==> src/rtl/simd_lane_array_if.sv <==
// Operand-load / sweep-control / result bus of simd_lane_array.
// The DUT side is the slave modport; the loader/consumer side is the master modport.
interface simd_lane_array_if #(
    parameter int unsigned LANES  = 10,
    parameter int unsigned DATA_W = 16,
    parameter int unsigned ADDR_W = 6
);
    logic                    i_wr_en;
    logic [ADDR_W-1:0]       i_wr_addr;
    logic [2*DATA_W-1:0]     i_wr_data;
    logic                    i_start;
    logic [1:0]              i_opcode;
    logic                    o_busy;
    logic                    o_done;
    logic [LANES*DATA_W-1:0] o_result;
    logic [LANES-1:0]        o_ovf;

    modport slave (
        input  i_wr_en,
        input  i_wr_addr,
        input  i_wr_data,
        input  i_start,
        input  i_opcode,
        output o_busy,
        output o_done,
        output o_result,
        output o_ovf
    );

    modport master (
        output i_wr_en,
        output i_wr_addr,
        output i_wr_data,
        output i_start,
        output i_opcode,
        input  o_busy,
        input  o_done,
        input  o_result,
        input  o_ovf
    );
endinterface

==> src/rtl/simd_lane_array.sv <==
// Parametrised SIMD lane array: one shared ALU sweeps LANES operand lines, one lane per cycle,
// into a registered per-lane result bank with add carry-out flags.
module simd_lane_array #(
    parameter int unsigned LANES  = 10,
    parameter int unsigned DATA_W = 16,
    parameter int unsigned ADDR_W = 6
) (
    input logic               clk,
    input logic               rst_n,
    simd_lane_array_if.slave  bus
);

    localparam logic [1:0] OpAdd = 2'b00;
    localparam logic [1:0] OpMax = 2'b01;
    localparam logic [1:0] OpXor = 2'b10;
    localparam logic [1:0] OpMin = 2'b11;

    typedef enum logic [1:0] {StIdle, StRun, StDone} state_e;

    state_e                  r_state;
    logic [ADDR_W-1:0]       r_idx;
    logic [1:0]              r_op;
    logic [2*DATA_W-1:0]     r_mem [LANES];
    logic [LANES*DATA_W-1:0] r_result;
    logic [LANES-1:0]        r_ovf;
    logic                    r_busy;
    logic                    r_done;

    logic [2*DATA_W-1:0]     w_line;
    logic [DATA_W-1:0]       w_a;
    logic [DATA_W-1:0]       w_b;
    logic [DATA_W:0]         w_sum;
    logic [DATA_W-1:0]       w_alu;
    logic                    w_carry;
    logic                    w_wr_ok;
    logic                    w_last;

    // Explicit per-line compare keeps the read mux free of out-of-range indexing.
    always_comb begin
        w_line = '0;
        for (int i = 0; i < LANES; i++) begin
            if (r_idx == ADDR_W'(i)) begin
                w_line = r_mem[i];
            end
        end
    end

    assign w_a   = w_line[2*DATA_W-1:DATA_W];
    assign w_b   = w_line[DATA_W-1:0];
    assign w_sum = {1'b0, w_a} + {1'b0, w_b};

    always_comb begin
        w_alu   = w_sum[DATA_W-1:0];
        w_carry = 1'b0;
        unique case (r_op)
            OpAdd: begin
                w_alu   = w_sum[DATA_W-1:0];
                w_carry = w_sum[DATA_W];
            end
            OpMax: w_alu = (w_a >= w_b) ? w_a : w_b;
            OpXor: w_alu = w_a ^ w_b;
            OpMin: w_alu = (w_a <= w_b) ? w_a : w_b;
        endcase
    end

    assign w_wr_ok = bus.i_wr_en && ({1'b0, bus.i_wr_addr} < (ADDR_W+1)'(LANES));
    assign w_last  = (r_idx == ADDR_W'(LANES - 1));

    always_ff @(posedge clk or negedge rst_n) begin
        if (!rst_n) begin
            r_state  <= StIdle;
            r_idx    <= '0;
            r_op     <= OpAdd;
            r_mem    <= '{default: '0};
            r_result <= '0;
            r_ovf    <= '0;
            r_busy   <= 1'b0;
            r_done   <= 1'b0;
        end else begin
            unique case (r_state)
                StIdle: begin
                    // A same-cycle write lands before RUN reads, so the sweep sees it.
                    if (w_wr_ok) begin
                        for (int i = 0; i < LANES; i++) begin
                            if (bus.i_wr_addr == ADDR_W'(i)) begin
                                r_mem[i] <= bus.i_wr_data;
                            end
                        end
                    end
                    if (bus.i_start) begin
                        r_op    <= bus.i_opcode;
                        r_ovf   <= '0;
                        r_idx   <= '0;
                        r_busy  <= 1'b1;
                        r_state <= StRun;
                    end
                end
                StRun: begin
                    for (int i = 0; i < LANES; i++) begin
                        if (r_idx == ADDR_W'(i)) begin
                            r_result[i*DATA_W +: DATA_W] <= w_alu;
                            r_ovf[i]                     <= w_carry;
                        end
                    end
                    if (w_last) begin
                        r_done  <= 1'b1;
                        r_state <= StDone;
                    end else begin
                        r_idx <= r_idx + ADDR_W'(1);
                    end
                end
                StDone: begin
                    r_done  <= 1'b0;
                    r_busy  <= 1'b0;
                    r_state <= StIdle;
                end
                default: begin
                    r_state <= StIdle;
                end
            endcase
        end
    end

    assign bus.o_busy   = r_busy;
    assign bus.o_done   = r_done;
    assign bus.o_result = r_result;
    assign bus.o_ovf    = r_ovf;

endmodule
==> src/flat_wrapper.sv <==
// flat-port wrapper written by rule: the top's interface ports become plain ports
module simd_lane_array_flat 
#(
    parameter int unsigned LANES  = 10,
    parameter int unsigned DATA_W = 16,
    parameter int unsigned ADDR_W = 6
)
  (clk, rst_n, bus_i_wr_en, bus_i_wr_addr, bus_i_wr_data, bus_i_start, bus_i_opcode, bus_o_busy, bus_o_done, bus_o_result, bus_o_ovf);
  simd_lane_array_if #(.LANES(LANES), .DATA_W(DATA_W), .ADDR_W(ADDR_W)) bus_i ();
  input logic clk;
  input logic rst_n;
  input wire logic [$bits(bus_i.i_wr_en)-1:0] bus_i_wr_en;
  input wire logic [$bits(bus_i.i_wr_addr)-1:0] bus_i_wr_addr;
  input wire logic [$bits(bus_i.i_wr_data)-1:0] bus_i_wr_data;
  input wire logic [$bits(bus_i.i_start)-1:0] bus_i_start;
  input wire logic [$bits(bus_i.i_opcode)-1:0] bus_i_opcode;
  output wire logic [$bits(bus_i.o_busy)-1:0] bus_o_busy;
  output wire logic [$bits(bus_i.o_done)-1:0] bus_o_done;
  output wire logic [$bits(bus_i.o_result)-1:0] bus_o_result;
  output wire logic [$bits(bus_i.o_ovf)-1:0] bus_o_ovf;
  assign bus_i.i_wr_en = bus_i_wr_en;
  assign bus_i.i_wr_addr = bus_i_wr_addr;
  assign bus_i.i_wr_data = bus_i_wr_data;
  assign bus_i.i_start = bus_i_start;
  assign bus_i.i_opcode = bus_i_opcode;
  assign bus_o_busy = bus_i.o_busy;
  assign bus_o_done = bus_i.o_done;
  assign bus_o_result = bus_i.o_result;
  assign bus_o_ovf = bus_i.o_ovf;
  simd_lane_array #(.LANES(LANES), .DATA_W(DATA_W), .ADDR_W(ADDR_W)) u_core (.clk(clk), .rst_n(rst_n), .bus(bus_i));
endmodule
==> config.mk <==
export PLATFORM = sky130hd
export DESIGN_NAME = simd_lane_array_flat
export DESIGN_NICKNAME = d
export VERILOG_FILES = /design/src/rtl/simd_lane_array_if.sv /design/src/rtl/simd_lane_array.sv /design/src/flat_wrapper.sv
export SDC_FILE = /design/constraint.sdc
export NUM_CORES = 1
export LEC_CHECK = 0
export ABC_AREA = 1
export BUFFER_PORTS_ARGS = -buffer_cell sky130_fd_sc_hd__buf_4
export CORE_ASPECT_RATIO = 0.9
export CORE_UTILIZATION = 54
export DETAILED_ROUTE_END_ITERATION = 10
export PLACE_DENSITY_LB_ADDON = 0.15
export SLEW_MARGIN = 0
export SYNTH_ARGS = -nofsm -noshare
export SYNTH_HDL_FRONTEND = slang
export SYNTH_SLANG_ARGS = --single-unit
==> constraint.sdc <==
create_clock -name clk -period 4 [get_ports clk]
set_input_delay 0.4 -clock clk [delete_from_list [all_inputs] [get_ports clk]]
set_output_delay 0.4 -clock clk [all_outputs]
set_load 0.05 [all_outputs]
==> metrics <==
Core ar.=43000 um2; DRT Pass-1 Iters=5; Total Wirelength=79600 um; commonest cells after routing, fill and taps aside=nand2_1 (1014), dfrtp_1 (501), buf_4 (485); power share of the sequential group=21.6%; cell mode on critical path=nand2_1; H-tree depth=2; DR vias/cell=5.69; slew margin rel.=41.6%; Critical Path End Type=flop; sequential-to-total area share from yosys stat=53.4%; outcome=finished, violations left; Die Ht=200 um; crit-path max cell delay=0.42 ns; final cell count without fillers=3959; nets@finish=3444; Setup Slack @ Placement=-0.537 ns; Sw Share=48.2%; Crit Path Class=reg2reg; max-cap viol count=0; area of placed instances=27600 um2; hpwl dp=52700 um; failing checks=negative setup slack; Pleak=0.0160 uW; worst path arrival time=4.80 ns; Crit path max-delay family=simple AND/OR/NAND/NOR gates; async set-or-reset flop fraction in the synthesized netlist=100%; first-pass GRT wire length=123000 um; RSZ-0062 raised after global routing=yes; TritonCTS clock tree=done; EDFF count, synth=0; Psw=14600 uW; pwr/cell area=970 nW/um2; initial antenna violation count=0; Routed Antenna Nets=0; layout cells sized above 1=27.9%; root buf cell=clkbuf_16; critical path peak fanout=8; Mapped Nets=2978; dpl cells=3799; FP Rows=72; Reg clk slew, reported paths=0.07 ns; startpoint class of the critical path=flop; Slowest-stage cell, CP=dfrtp_1; IO Port Bufs=215; skew final=0.0264 ns; full die area=44400 um2; total CTS buffers=51; fmax=0.232 GHz; Syn Inst Count=2897; vias in the first global route=21841; final setup TNS=-38.79 ns; Final Cycle Share=108%; Clock power frac=16.2%; Pint=15700 uW; Max Slew Vio Count=0; wire per inst=20.1 um; WP data required=4.49 ns; final hold vios=0; Tightest Pin Transition=0.876 ns; Synth area leaders=dfrtp_1 (53%), nand2_1 (17%), o21ai_0 (7.3%); Tot GR Track Use=35.6%; DRT iter0 DRCs=2531; Die W=222 um; post-synthesis register bit count=502; largest net degree at the start of global routing=108; n_diodes=0; post-synth top area cell=dfrtp_1; Max clock buf depth=3; Clk Latency, worst-skew pair=0.62 ns; Via Count=22521; path type of the worst min-delay path=in2reg; Starting Density=54.7%; syn avg cell area=8.12 um2; Synth Flop Type=dfrtp_1; Synthesis Warnings=0; peak supply drop=0.000679 V; Final Instance Area=31300 um2; fin crit period=4.31 ns; final critical-path setup slack=-0.313 ns; DRC violations left=0; worst path buffer plus inverter count=5; clk sinks=502; Layout area overhead=33.2%; gpl congestion=0.987; commonest non-fill, non-tap cell in the layout=nand2_1; Synth top area share=53.4%; internal reg-to-reg setup slack=-0.31 ns; cell area after synthesis=23500 um2; post-synthesis cell type count=49; Comb pwr share=62.2%; remaining global-route overflow=0; endpoints failing setup=170; # IOs=216
-- registers in the layout (all words and copies together), names as in the netlist --
signal	count
u_core.bus.o_busy	1
u_core.bus.o_result	160
u_core.r_mem	320
u_core.r_idx	6
u_core.r_op	2
u_core.bus.o_done	1
u_core.bus.o_ovf	10
u_core.r_state	2
-- metal layers --
layer	wire length (um)	global-route usage [%]	up-vias	part of all wire [%]
met5	0	0	-	0
met1	35100	50.6	11119	44
met3	5860	6.15	131	7.4
met2	36800	56.3	926	46
li1	-	-	10345	-
met4	1810	10.8	0	2.3
-- worst min-delay path, stage by stage --
cell     delay [ns]
buf_4          0.08
nand2_1        0.04
o21ai_0        0.08
-- power by group through the flow --
stage	registers, uW	clock network [uW]	logic, uW
4_1_cts	6520	4970	17600
5_1_grt	6630	5160	19900
3_3_place_gp	6560	0	14900
3_5_place_dp	6560	0	15000
6_report	6550	4930	18900
2_1_floorplan	8700	0	6250
-- kinds of logic (layout without fill, tap and decap cells) --
| kind of cell | after synthesis | count (layout) | synth area share [%] |
|---|---|---|---|
| AND/OR/NAND/NOR | 1566 | 1576 | 28.1 |
| AO/OA/AOI/OAI | 503 | 504 | 11.3 |
| flip-flops | 502 | 502 | 53.4 |
| buffers and inverters | 278 | 774 | 4.84 |
| adder cells (fa/ha/maj) | 37 | 37 | 2.00 |
| XOR/XNOR | 11 | 11 | 0.410 |
-- cell type report --
class | instances | area [um2]
multi-input combinational | 2128 | 11300
clock buffer | 80 | 1560
tap | 555 | 694
inverter | 135 | 520
clock inverter | 14 | 164
timing repair buffer | 545 | 4540
fill | 3285 | 11600
sequential | 502 | 12600
-- synthesized netlist by cell type (4+ instances only) --
master	instances
nand4_1	4
inv_1	115
o21ai_1	16
xnor2_1	4
buf_2	31
buf_6	4
a22oi_1	4
a21oi_1	103
o211ai_2	4
or2_0	8
o21ai_0	343
clkbuf_1	99
nand3_1	257
nor2_2	11
nand2_1	1063
nand3_2	7
nand2_2	11
buf_4	6
nor3_1	9
nor2_1	146
o211ai_1	19
or2_2	24
ha_1	36
xor2_1	7
dfrtp_1	502
or2_1	7
nor2_4	8
inv_2	17
-- final timing paths --
| check | startpoint | endpoint | cells after the start |
|---|---|---|---|
| worst max-delay path | u_core.r_idx[3] | u_core.bus.o_result[22] | 31 |
| worst min-delay path | bus_i_opcode[0] | u_core.r_op[0] | 3 |
| worst max register to register | u_core.r_idx[3] | u_core.bus.o_result[22] | 31 |
| worst min register to register | u_core.r_mem[106] | u_core.r_mem[106] | 2 |
| max in group asynchronous | rst_n | u_core.r_mem[260] | 3 |
| min in group asynchronous | rst_n | u_core.bus.o_result[100] | 2 |
-- per-stage QoR --
step                util, %  hold WS, ns  power [uW]
floorplan                 -        0.104       14900
detailed placement     64.2        0.466       21600
CTS                    71.8       0.0137       29100
finish                 72.9       0.0248       30400
global placement       64.2        0.458       21500
global route           72.9       0.0367       31700
-- repair_timing --
action / 4_1_cts / 5_1_grt
resized for setup: 231 / 91
hold buffers: 2 / 0
pin swaps: 73 / 49
hold endpoints to repair: 101 / 0
buffers inserted: 45 / 12
setup endpoints to repair: 170 / 170
gates cloned: 11 / 2
Note: power is estimated with default switching activity, not from simulation.
